File: src/rtl/load_align_unit_if.sv
// Bus bundle for load_align_unit: pipeline request, memory read port and result port.
// The slave modport is the unit side; master is the surrounding pipeline/memory side.
interface load_align_unit_if #(
    parameter int unsigned DATA_W = 32,
    parameter int unsigned ADDR_W = 32
) ();
    logic              req_valid;
    logic              req_ready;
    logic [ADDR_W-1:0] req_addr;
    logic [1:0]        req_size;
    logic              req_unsigned;
    logic              mem_req_valid;
    logic              mem_req_ready;
    logic [ADDR_W-1:0] mem_req_addr;
    logic              mem_rsp_valid;
    logic [DATA_W-1:0] mem_rsp_data;
    logic              resp_valid;
    logic              resp_ready;
    logic [DATA_W-1:0] resp_data;
    logic              resp_err;

    modport slave (
        input  req_valid, req_addr, req_size, req_unsigned,
        input  mem_req_ready, mem_rsp_valid, mem_rsp_data, resp_ready,
        output req_ready, mem_req_valid, mem_req_addr, resp_valid, resp_data, resp_err
    );

    modport master (
        output req_valid, req_addr, req_size, req_unsigned,
        output mem_req_ready, mem_rsp_valid, mem_rsp_data, resp_ready,
        input  req_ready, mem_req_valid, mem_req_addr, resp_valid, resp_data, resp_err
    );
endinterface

File: src/rtl/load_align_unit.sv
// Load path: issues one or two aligned memory reads, merges, aligns and extends the result.
// LOAD_MISALIGN_SPLIT_EN builds the second-read path; otherwise word-crossing loads error out.
module load_align_unit #(
    parameter int unsigned DATA_W        = 32,
    parameter int unsigned ADDR_W        = 32,
    parameter int unsigned MEM_BIG_LANES = 1
) (
    input logic              clk,
    input logic              rst,
    load_align_unit_if.slave bus
);
    localparam int unsigned NB    = DATA_W / 8;
    localparam int unsigned OFF_W = $clog2(NB);
    localparam int unsigned SW    = $clog2(2 * NB);

`ifdef LOAD_MISALIGN_SPLIT_EN
    localparam bit SplitEn = 1'b1;
`else
    localparam bit SplitEn = 1'b0;
`endif

    typedef enum logic [2:0] {StIdle, StReq0, StWait0, StReq1, StWait1, StResp} state_e;

    state_e            state_q;
    logic [OFF_W-1:0]  off_q;
    logic [1:0]        size_q;
    logic              unsigned_q;
    logic [DATA_W-1:0] word0_q;
    logic [DATA_W-1:0] word1_q;
`ifdef LOAD_MISALIGN_SPLIT_EN
    logic              cross_q;
`endif

    logic [OFF_W-1:0] in_off;
    logic [3:0]       in_nbytes;
    logic             in_cross;
    logic             in_illegal;

    always_comb begin
        in_off     = bus.req_addr[OFF_W-1:0];
        in_nbytes  = 4'd1 << bus.req_size;
        in_cross   = (32'(in_off) + 32'(in_nbytes)) > NB;
        in_illegal = ((bus.req_size == 2'b11) && (DATA_W == 32)) || (in_cross && !SplitEn);
    end

    logic [DATA_W-1:0] w0;
    logic [DATA_W-1:0] w1;
    logic [DATA_W-1:0] aligned;
    logic [7:0]        stream [2*NB];
    logic [3:0]        nbytes;
    logic [SW-1:0]     top_idx;
    logic [SW-1:0]     byte_idx;
    logic              sign_bit;

    // In WAIT1 the second word is still on the bus, so the result is formed in the same cycle.
    always_comb begin
        w0 = (state_q == StWait1) ? word0_q : bus.mem_rsp_data;
        w1 = (state_q == StWait1) ? bus.mem_rsp_data : word1_q;
        for (int k = 0; k < int'(NB); k++) begin
            if (MEM_BIG_LANES != 0) begin
                stream[k]      = w0[DATA_W-1-8*k -: 8];
                stream[NB + k] = w1[DATA_W-1-8*k -: 8];
            end else begin
                stream[k]      = w0[8*k +: 8];
                stream[NB + k] = w1[8*k +: 8];
            end
        end
        nbytes   = 4'd1 << size_q;
        top_idx  = SW'(off_q) + SW'(nbytes - 4'd1);
        sign_bit = !unsigned_q && stream[top_idx][7];
        aligned  = '0;
        byte_idx = '0;
        for (int i = 0; i < int'(NB); i++) begin
            byte_idx = SW'(off_q) + SW'(i);
            aligned[8*i +: 8] = (i < int'(nbytes)) ? stream[byte_idx] : {8{sign_bit}};
        end
    end

    always_ff @(posedge clk) begin
        if (rst) begin
            state_q           <= StIdle;
            off_q             <= '0;
            size_q            <= '0;
            unsigned_q        <= 1'b0;
            word0_q           <= '0;
            word1_q           <= '0;
`ifdef LOAD_MISALIGN_SPLIT_EN
            cross_q           <= 1'b0;
`endif
            bus.req_ready     <= 1'b1;
            bus.mem_req_valid <= 1'b0;
            bus.mem_req_addr  <= '0;
            bus.resp_valid    <= 1'b0;
            bus.resp_data     <= '0;
            bus.resp_err      <= 1'b0;
        end else begin
            case (state_q)
                StIdle: begin
                    if (bus.req_valid) begin
                        off_q         <= in_off;
                        size_q        <= bus.req_size;
                        unsigned_q    <= bus.req_unsigned;
`ifdef LOAD_MISALIGN_SPLIT_EN
                        cross_q       <= in_cross;
`endif
                        bus.req_ready <= 1'b0;
                        if (in_illegal) begin
                            state_q        <= StResp;
                            bus.resp_valid <= 1'b1;
                            bus.resp_err   <= 1'b1;
                            bus.resp_data  <= '0;
                        end else begin
                            state_q           <= StReq0;
                            bus.mem_req_valid <= 1'b1;
                            bus.mem_req_addr  <= {bus.req_addr[ADDR_W-1:OFF_W], {OFF_W{1'b0}}};
                        end
                    end
                end
                StReq0: begin
                    if (bus.mem_req_ready) begin
                        bus.mem_req_valid <= 1'b0;
                        state_q           <= StWait0;
                    end
                end
                StWait0: begin
                    if (bus.mem_rsp_valid) begin
                        word0_q <= bus.mem_rsp_data;
`ifdef LOAD_MISALIGN_SPLIT_EN
                        if (cross_q) begin
                            state_q           <= StReq1;
                            bus.mem_req_valid <= 1'b1;
                            bus.mem_req_addr  <= bus.mem_req_addr + ADDR_W'(NB);
                        end else
`endif
                        begin
                            state_q        <= StResp;
                            bus.resp_valid <= 1'b1;
                            bus.resp_data  <= aligned;
                            bus.resp_err   <= 1'b0;
                        end
                    end
                end
`ifdef LOAD_MISALIGN_SPLIT_EN
                StReq1: begin
                    if (bus.mem_req_ready) begin
                        bus.mem_req_valid <= 1'b0;
                        state_q           <= StWait1;
                    end
                end
                StWait1: begin
                    if (bus.mem_rsp_valid) begin
                        word1_q        <= bus.mem_rsp_data;
                        state_q        <= StResp;
                        bus.resp_valid <= 1'b1;
                        bus.resp_data  <= aligned;
                        bus.resp_err   <= 1'b0;
                    end
                end
`endif
                StResp: begin
                    if (bus.resp_ready) begin
                        bus.resp_valid <= 1'b0;
                        bus.req_ready  <= 1'b1;
                        state_q        <= StIdle;
                    end
                end
                default: state_q <= StIdle;
            endcase
        end
    end
endmodule

File: src/flat_wrapper.sv
// flat-port wrapper written by rule: the top's interface ports become plain ports
module load_align_unit_flat 
#(
    parameter int unsigned DATA_W        = 32,
    parameter int unsigned ADDR_W        = 32,
    parameter int unsigned MEM_BIG_LANES = 1
)
  (clk, rst, bus_req_valid, bus_req_addr, bus_req_size, bus_req_unsigned, bus_mem_req_ready, bus_mem_rsp_valid, bus_mem_rsp_data, bus_resp_ready, bus_req_ready, bus_mem_req_valid, bus_mem_req_addr, bus_resp_valid, bus_resp_data, bus_resp_err);
  load_align_unit_if #(.DATA_W(DATA_W), .ADDR_W(ADDR_W)) bus_i ();
  input logic clk;
  input logic rst;
  input wire logic [$bits(bus_i.req_valid)-1:0] bus_req_valid;
  input wire logic [$bits(bus_i.req_addr)-1:0] bus_req_addr;
  input wire logic [$bits(bus_i.req_size)-1:0] bus_req_size;
  input wire logic [$bits(bus_i.req_unsigned)-1:0] bus_req_unsigned;
  input wire logic [$bits(bus_i.mem_req_ready)-1:0] bus_mem_req_ready;
  input wire logic [$bits(bus_i.mem_rsp_valid)-1:0] bus_mem_rsp_valid;
  input wire logic [$bits(bus_i.mem_rsp_data)-1:0] bus_mem_rsp_data;
  input wire logic [$bits(bus_i.resp_ready)-1:0] bus_resp_ready;
  output wire logic [$bits(bus_i.req_ready)-1:0] bus_req_ready;
  output wire logic [$bits(bus_i.mem_req_valid)-1:0] bus_mem_req_valid;
  output wire logic [$bits(bus_i.mem_req_addr)-1:0] bus_mem_req_addr;
  output wire logic [$bits(bus_i.resp_valid)-1:0] bus_resp_valid;
  output wire logic [$bits(bus_i.resp_data)-1:0] bus_resp_data;
  output wire logic [$bits(bus_i.resp_err)-1:0] bus_resp_err;
  assign bus_i.req_valid = bus_req_valid;
  assign bus_i.req_addr = bus_req_addr;
  assign bus_i.req_size = bus_req_size;
  assign bus_i.req_unsigned = bus_req_unsigned;
  assign bus_i.mem_req_ready = bus_mem_req_ready;
  assign bus_i.mem_rsp_valid = bus_mem_rsp_valid;
  assign bus_i.mem_rsp_data = bus_mem_rsp_data;
  assign bus_i.resp_ready = bus_resp_ready;
  assign bus_req_ready = bus_i.req_ready;
  assign bus_mem_req_valid = bus_i.mem_req_valid;
  assign bus_mem_req_addr = bus_i.mem_req_addr;
  assign bus_resp_valid = bus_i.resp_valid;
  assign bus_resp_data = bus_i.resp_data;
  assign bus_resp_err = bus_i.resp_err;
  load_align_unit #(.DATA_W(DATA_W), .ADDR_W(ADDR_W), .MEM_BIG_LANES(MEM_BIG_LANES)) u_core (.clk(clk), .rst(rst), .bus(bus_i));
endmodule
File: config.mk
export PLATFORM = sky130hd
export DESIGN_NAME = load_align_unit_flat
export DESIGN_NICKNAME = d
export VERILOG_FILES = /design/src/rtl/load_align_unit_if.sv /design/src/rtl/load_align_unit.sv /design/src/flat_wrapper.sv
export SDC_FILE = /design/constraint.sdc
export NUM_CORES = 1
export LEC_CHECK = 0
export ABC_AREA = 1
export BUFFER_PORTS_ARGS = -buffer_cell sky130_fd_sc_hd__buf_2
export CAP_MARGIN = 10
export CORE_MARGIN = 4
export CORE_UTILIZATION = 55
export DETAILED_ROUTE_END_ITERATION = 6
export GPL_ROUTABILITY_DRIVEN = 0
export PLACE_DENSITY = 0.86
export SLEW_MARGIN = 15
export SYNTH_ARGS = -nofsm -noshare
export SYNTH_HDL_FRONTEND = slang
export SYNTH_SLANG_ARGS = --single-unit
File: constraint.sdc
create_clock -name clk -period 5.6 [get_ports clk]
set_input_delay 0.56 -clock clk [delete_from_list [all_inputs] [get_ports clk]]
set_output_delay 0.56 -clock clk [all_outputs]
set_load 0.1 [all_outputs]
Word-level counts from Yosys, hierarchy flattened:

Cells that the tools add are included.

* bits in registers: 106
* word-level logic and storage cells: 107

* add/sub/neg operators: 6
* equality and inequality tests: 11
* multiplexer cells: 45
* order comparisons: 10
* shifts and indexed selects: 2
* reduce and logical (&&, ||, !) cells: 16
* bitwise operators: 6

Operators with widths (number)
* $mux W32: 5
* $bmux W8 S3: 5
* $mux W8: 14
* $pmux W32 S2: 1
* $gt A32 B3 Y1 const B: 1
* $ge A4 B4 Y1 const B: 5
* $not A3 Y4: 4
* $mux W3: 5
* $pmux W3 S4: 1
* $reduce_and A4 Y1: 3
* $mux W1: 10
* $ne A2 B2 Y1 const B: 5
* $lt A1 B4 Y1 const A: 2
* $lt A2 B4 Y1 const A: 2
* $shl A1 B2 Y4 const A: 2
* $add A2 B2 Y3 const B: 2
* $eq A3 B3 Y1 const B: 2
* $pmux W1 S2: 3
* $reduce_and A3 Y1: 2
* $reduce_bool A2 Y1: 3
* $add A2 B4 Y5: 1
* $reduce_and A5 Y1: 1
* $not A2 Y4: 1
* $reduce_and A2 Y1: 2
* other kinds (14): 14

Depth between registers and ports, before layout:

* word-level depth: 11
* mapped depth: 15
* gate-level depth less buffers: 13

Least setup slack after synthesis:

Ideal clock, no wire load.

* path type: flip-flop to flip-flop
* start point: reg u_core.off_q[0]
* end point: reg u_core.bus.resp_data[23]
* clock period less this slack: 2404 ps
* data required time: 5530 ps
* arrival time: 2333 ps
* slack: 3196 ps
* library setup time: 70 ps
* stages on the path, launching flop included: 15
* path buffers: 3
* path through: dfxtp_1 -> clkinv_1 -> clkbuf_1 -> clkbuf_1 -> ha_1 -> inv_1 -> ha_1 -> xor2_1 -> xor2_1 -> a21oi_1 -> nand2_2 -> nand2_4 -> buf_6 -> nand3_2 -> a21oi_2

* longest elaborated chain between the ends: 9
* elaborated cells on any way between the ends: 14

Ends and longest elaborated chain
* start: declaration: line load_align_unit.sv:25 `logic [OFF_W-1:0] off_q;`
* start signal: assignment: line load_align_unit.sv:100 `off_q <= in_off;`
* $add A2 B3 Y3: line load_align_unit.sv:69 `top_idx = SW'(off_q) + SW'(nbytes - 4'd1);`
* $not A3 Y4 (implied by the code): line load_align_unit.sv:70 `sign_bit = !unsigned_q && stream[top_idx][7];`
* $bmux W8 S3: line load_align_unit.sv:70
* $mux W8 (implied by the code) (2 in series): line load_align_unit.sv:70
* $logic_and A1 B1 Y1: line load_align_unit.sv:70
* $mux W8 (*): line load_align_unit.sv:75 `aligned[8*i +: 8] = (i < int'(nbytes)) ? stream[byte_idx] : {8{sign_bit}};`
* $mux W32 (*): line load_align_unit.sv:126 `if (bus.mem_rsp_valid) begin`
* $pmux W32 S2 (*): line load_align_unit.sv:97 `case (state_q)`
* end signal: assignment: line load_align_unit.sv:138 `bus.resp_data <= aligned;`
* end: declaration: line load_align_unit_if.sv:25 `output req_ready, mem_req_valid, mem_req_addr, resp_valid, resp_data, resp_err`

Every way passes the cells marked *; elsewhere a longest branch is shown, timed or not. The select of a mux whose other input is x is not followed.
A chain may end at the register's enable or synchronous reset.

Worst setup path after layout:

* start point: reg u_core.off_q[1]
* end point: reg u_core.bus.resp_data[15]

The elaborated chain is that of the path after synthesis.

==> flow_summary.json <==
{
  "final_area_um2": 7140,
  "cp_max_fo": 39,
  "diodes": 0,
  "postCtsSetupBuffers": 0,
  "critPathRequiredTime_ns": 5.88,
  "fin_util": 0.650,
  "r2r_end": "u_core.bus.resp_data[15]",
  "dpl_worst_slack_ns": 1.96,
  "fin_cells": 1219,
  "violations": "design-rule violations",
  "hold_buffers": 0,
  "drt_iter0_drc": 817,
  "worstMarginPinSlew_ns": 0.896,
  "synth_cell_types": 33,
  "drive_gt1_frac": 0.182,
  "grt_util_met1": 0.384,
  "grt_pass1_vias": 6360,
  "fin_tns_setup_ns": 0,
  "min_path_type": "primary input to flop",
  "power_mw": 4.32,
  "cap_violations": 0,
  "r2r_start": "u_core.off_q[1]",
  "p_per_area_nw_per_um2": 604,
  "timing.final.ws_setup_ns": 2.01,
  "area_growth_pct": 13.9,
  "max_freq_ghz": 0.279,
  "viasPerCell": 5.79,
  "ant_nets": 0,
  "vdd_drop_max_mv": 0.408,
  "ff_latch_area_um2": 2120,
  "crit_path_start_kind": "flop",
  "clock_sinks": 106,
  "layout_common_cells": "244 x nand2_1, 180 x nand3_1, 140 x nor2_1, 138 x buf_2, 105 x dfxtp_1",
  "grt_util_met3": 0.0737,
  "via_count": 7057,
  "totalWireLength_um": 19100,
  "yosys_warnings": 0,
  "overflow": 0,
  "hold_viol_final": 0,
  "grt_pass1_wl_um": 30900,
  "die_y_um": 115,
  "setup_violations": 0,
  "row_count": 38,
  "postCtsResizedCells": 0,
  "worstSetupPathType": "flop to flop",
  "rrSetupSlack_ns": 2.01,
  "final_nets": 1155,
  "fin_crit_ns": 3.59,
  "clkTransAtPathRegs_ns": 0.08,
  "grt_busiest_layer": "met2",
  "clk_root_buffer_cell": "clkbuf_16",
  "hold_depth": 3,
  "antenna_found_initial": 0,
  "grt_use_met2": 0.440,
  "fillers": 1006,
  "finalCritPeriodShare": 0.640,
  "port_buffers": 138,
  "track_usage": 0.286,
  "grt_max_degree": 68,
  "rsz0062_at_grt": "false",
  "cellLeakagePower_nw": 3.40,
  "hold_ws_ns": 0.440,
  "holdPathEnd": "u_core.bus.mem_req_addr[9]",
  "synthCells": 991,
  "synth-seq-cells": 106,
  "drcViolationCount": 4,
  "final-max-slew-violation-count": 0,
  "rr_worst_depth": 11,
  "timing.critical_path.from": "u_core.off_q[1]",
  "relSlewSlack": 0.402,
  "ios": 141,
  "start_util": 0.571,
  "clkLatencyLatePin_ns": 0.36,
  "placed_cell_area_um2": 6820,
  "worstPathArrival_ns": 3.87,
  "post_drt_wl_per_cell_um": 15.7,
  "cts_tree": "yes",
  "endpoint_kind": "flop",
  "final_common_cell": "nand2_1",
  "seq_area_frac_synth": 0.338,
  "cts_buffer_depth": 2,
  "clock_skew_ns": 0.00842,
  "dp.final_hpwl_um": 13300,
  "die_x_um": 115,
  "core_area_um2": 11000,
  "first_pass_iters": 7,
  "multi_input_area_um2": 3620,
  "worstHoldStart": "bus_req_addr[9]",
  "placedCellCount": 1203,
  "syn_area_um2": 6270,
  "htree_levels": 3,
  "die_area_um2": 13200,
  "avgSynthCellArea_um2": 6.33,
  "cts_buffers": 9,
  "outcome": "finished with violations"
}
-- cell usage after synthesis --
cell type	n	share of area
a211oi_1	1	0.0012
a21oi_1	59	0.047
a21oi_2	10	0.014
buf_1	5	0.0030
buf_2	20	0.016
buf_4	10	0.012
buf_6	6	0.011
clkbuf_1	34	0.020
clkinv_1	2	0.0012
conb_1	1	0.00060
dfxtp_1	106	0.34
fa_1	1	0.0032
ha_1	7	0.014
inv_1	35	0.021
inv_2	3	0.0018
nand2_1	244	0.15
nand2_2	4	0.0040
nand2_4	2	0.0036
nand3_1	180	0.14
nand3_2	10	0.016
nand4_1	8	0.0080
nor2_1	140	0.084
nor2_2	2	0.0020
nor2_4	1	0.0018
nor3_1	2	0.0016
nor3_2	1	0.0016
o2111ai_1	1	0.0014
o211ai_1	10	0.012
o21ai_0	72	0.057
o21ai_1	10	0.0080
or2_1	1	0.0010
xnor2_1	1	0.0014
xor2_1	2	0.0028
-- registers in the layout (all words and copies together), names as in the netlist, 2 cells and up --
name,count
u_core.bus.resp_data,32
u_core.word0_q,32
u_core.bus.mem_req_addr,30
u_core.state_q,3
u_core.off_q,2
u_core.size_q,2
-- power by group --
part           switching [mW]  total, mW  internal, mW  leakage, nW
Clock                   0.322      0.683         0.360        0.157
Combinational            2.03       2.61         0.577         2.38
Sequential              0.111       1.02         0.912        0.863
Total                    2.47       4.32          1.85         3.40
-- cell families after synthesis --
logic type	share of synthesized area
compound gates	0.141
flops	0.338
fa+ha+maj	0.0172
buf+inv	0.0860
xor+xnor	0.00419
simple gates	0.413
other cells	0.000598
-- metal layers --
layer / up-vias / wire length [um]
li1: 3447 / -
met2: 395 / 8440
met4: 0 / 750
met5: - / 0
met1: 3137 / 7640
met3: 78 / 2250
-- worst max path at each step --
stage | endpoint | depth (start not counted)
finish | u_core.bus.resp_data[15] | 11
global route | u_core.bus.resp_data[15] | 9
CTS | u_core.bus.resp_data[15] | 11
detailed placement | u_core.bus.mem_req_addr[18] | 13
global placement | u_core.bus.mem_req_addr[11] | 13
floorplan | u_core.bus.resp_data[23] | 14
-- cell type report --
class                      count  share of cell area
tap                          140              0.0245
sequential                   106               0.297
clock inverter                 7              0.0137
clock buffer                   9              0.0315
inverter                      40              0.0210
multi-input combinational    771               0.507
timing repair buffer         146               0.105
-- critical path, stage by stage, from the launching register on --
cell and delay [ns]:
dfxtp_1 0.71, inv_1 0.48, ha_1 0.41, buf_4 0.35, clkinv_1 0.68, nand3_1 0.28
nand3_1 0.10, nand2_1 0.06, inv_1 0.04, a21oi_1 0.17, nand2_1 0.08, a21oi_1 0.13
No activity file was read; power rests on OpenSTA's default activity.
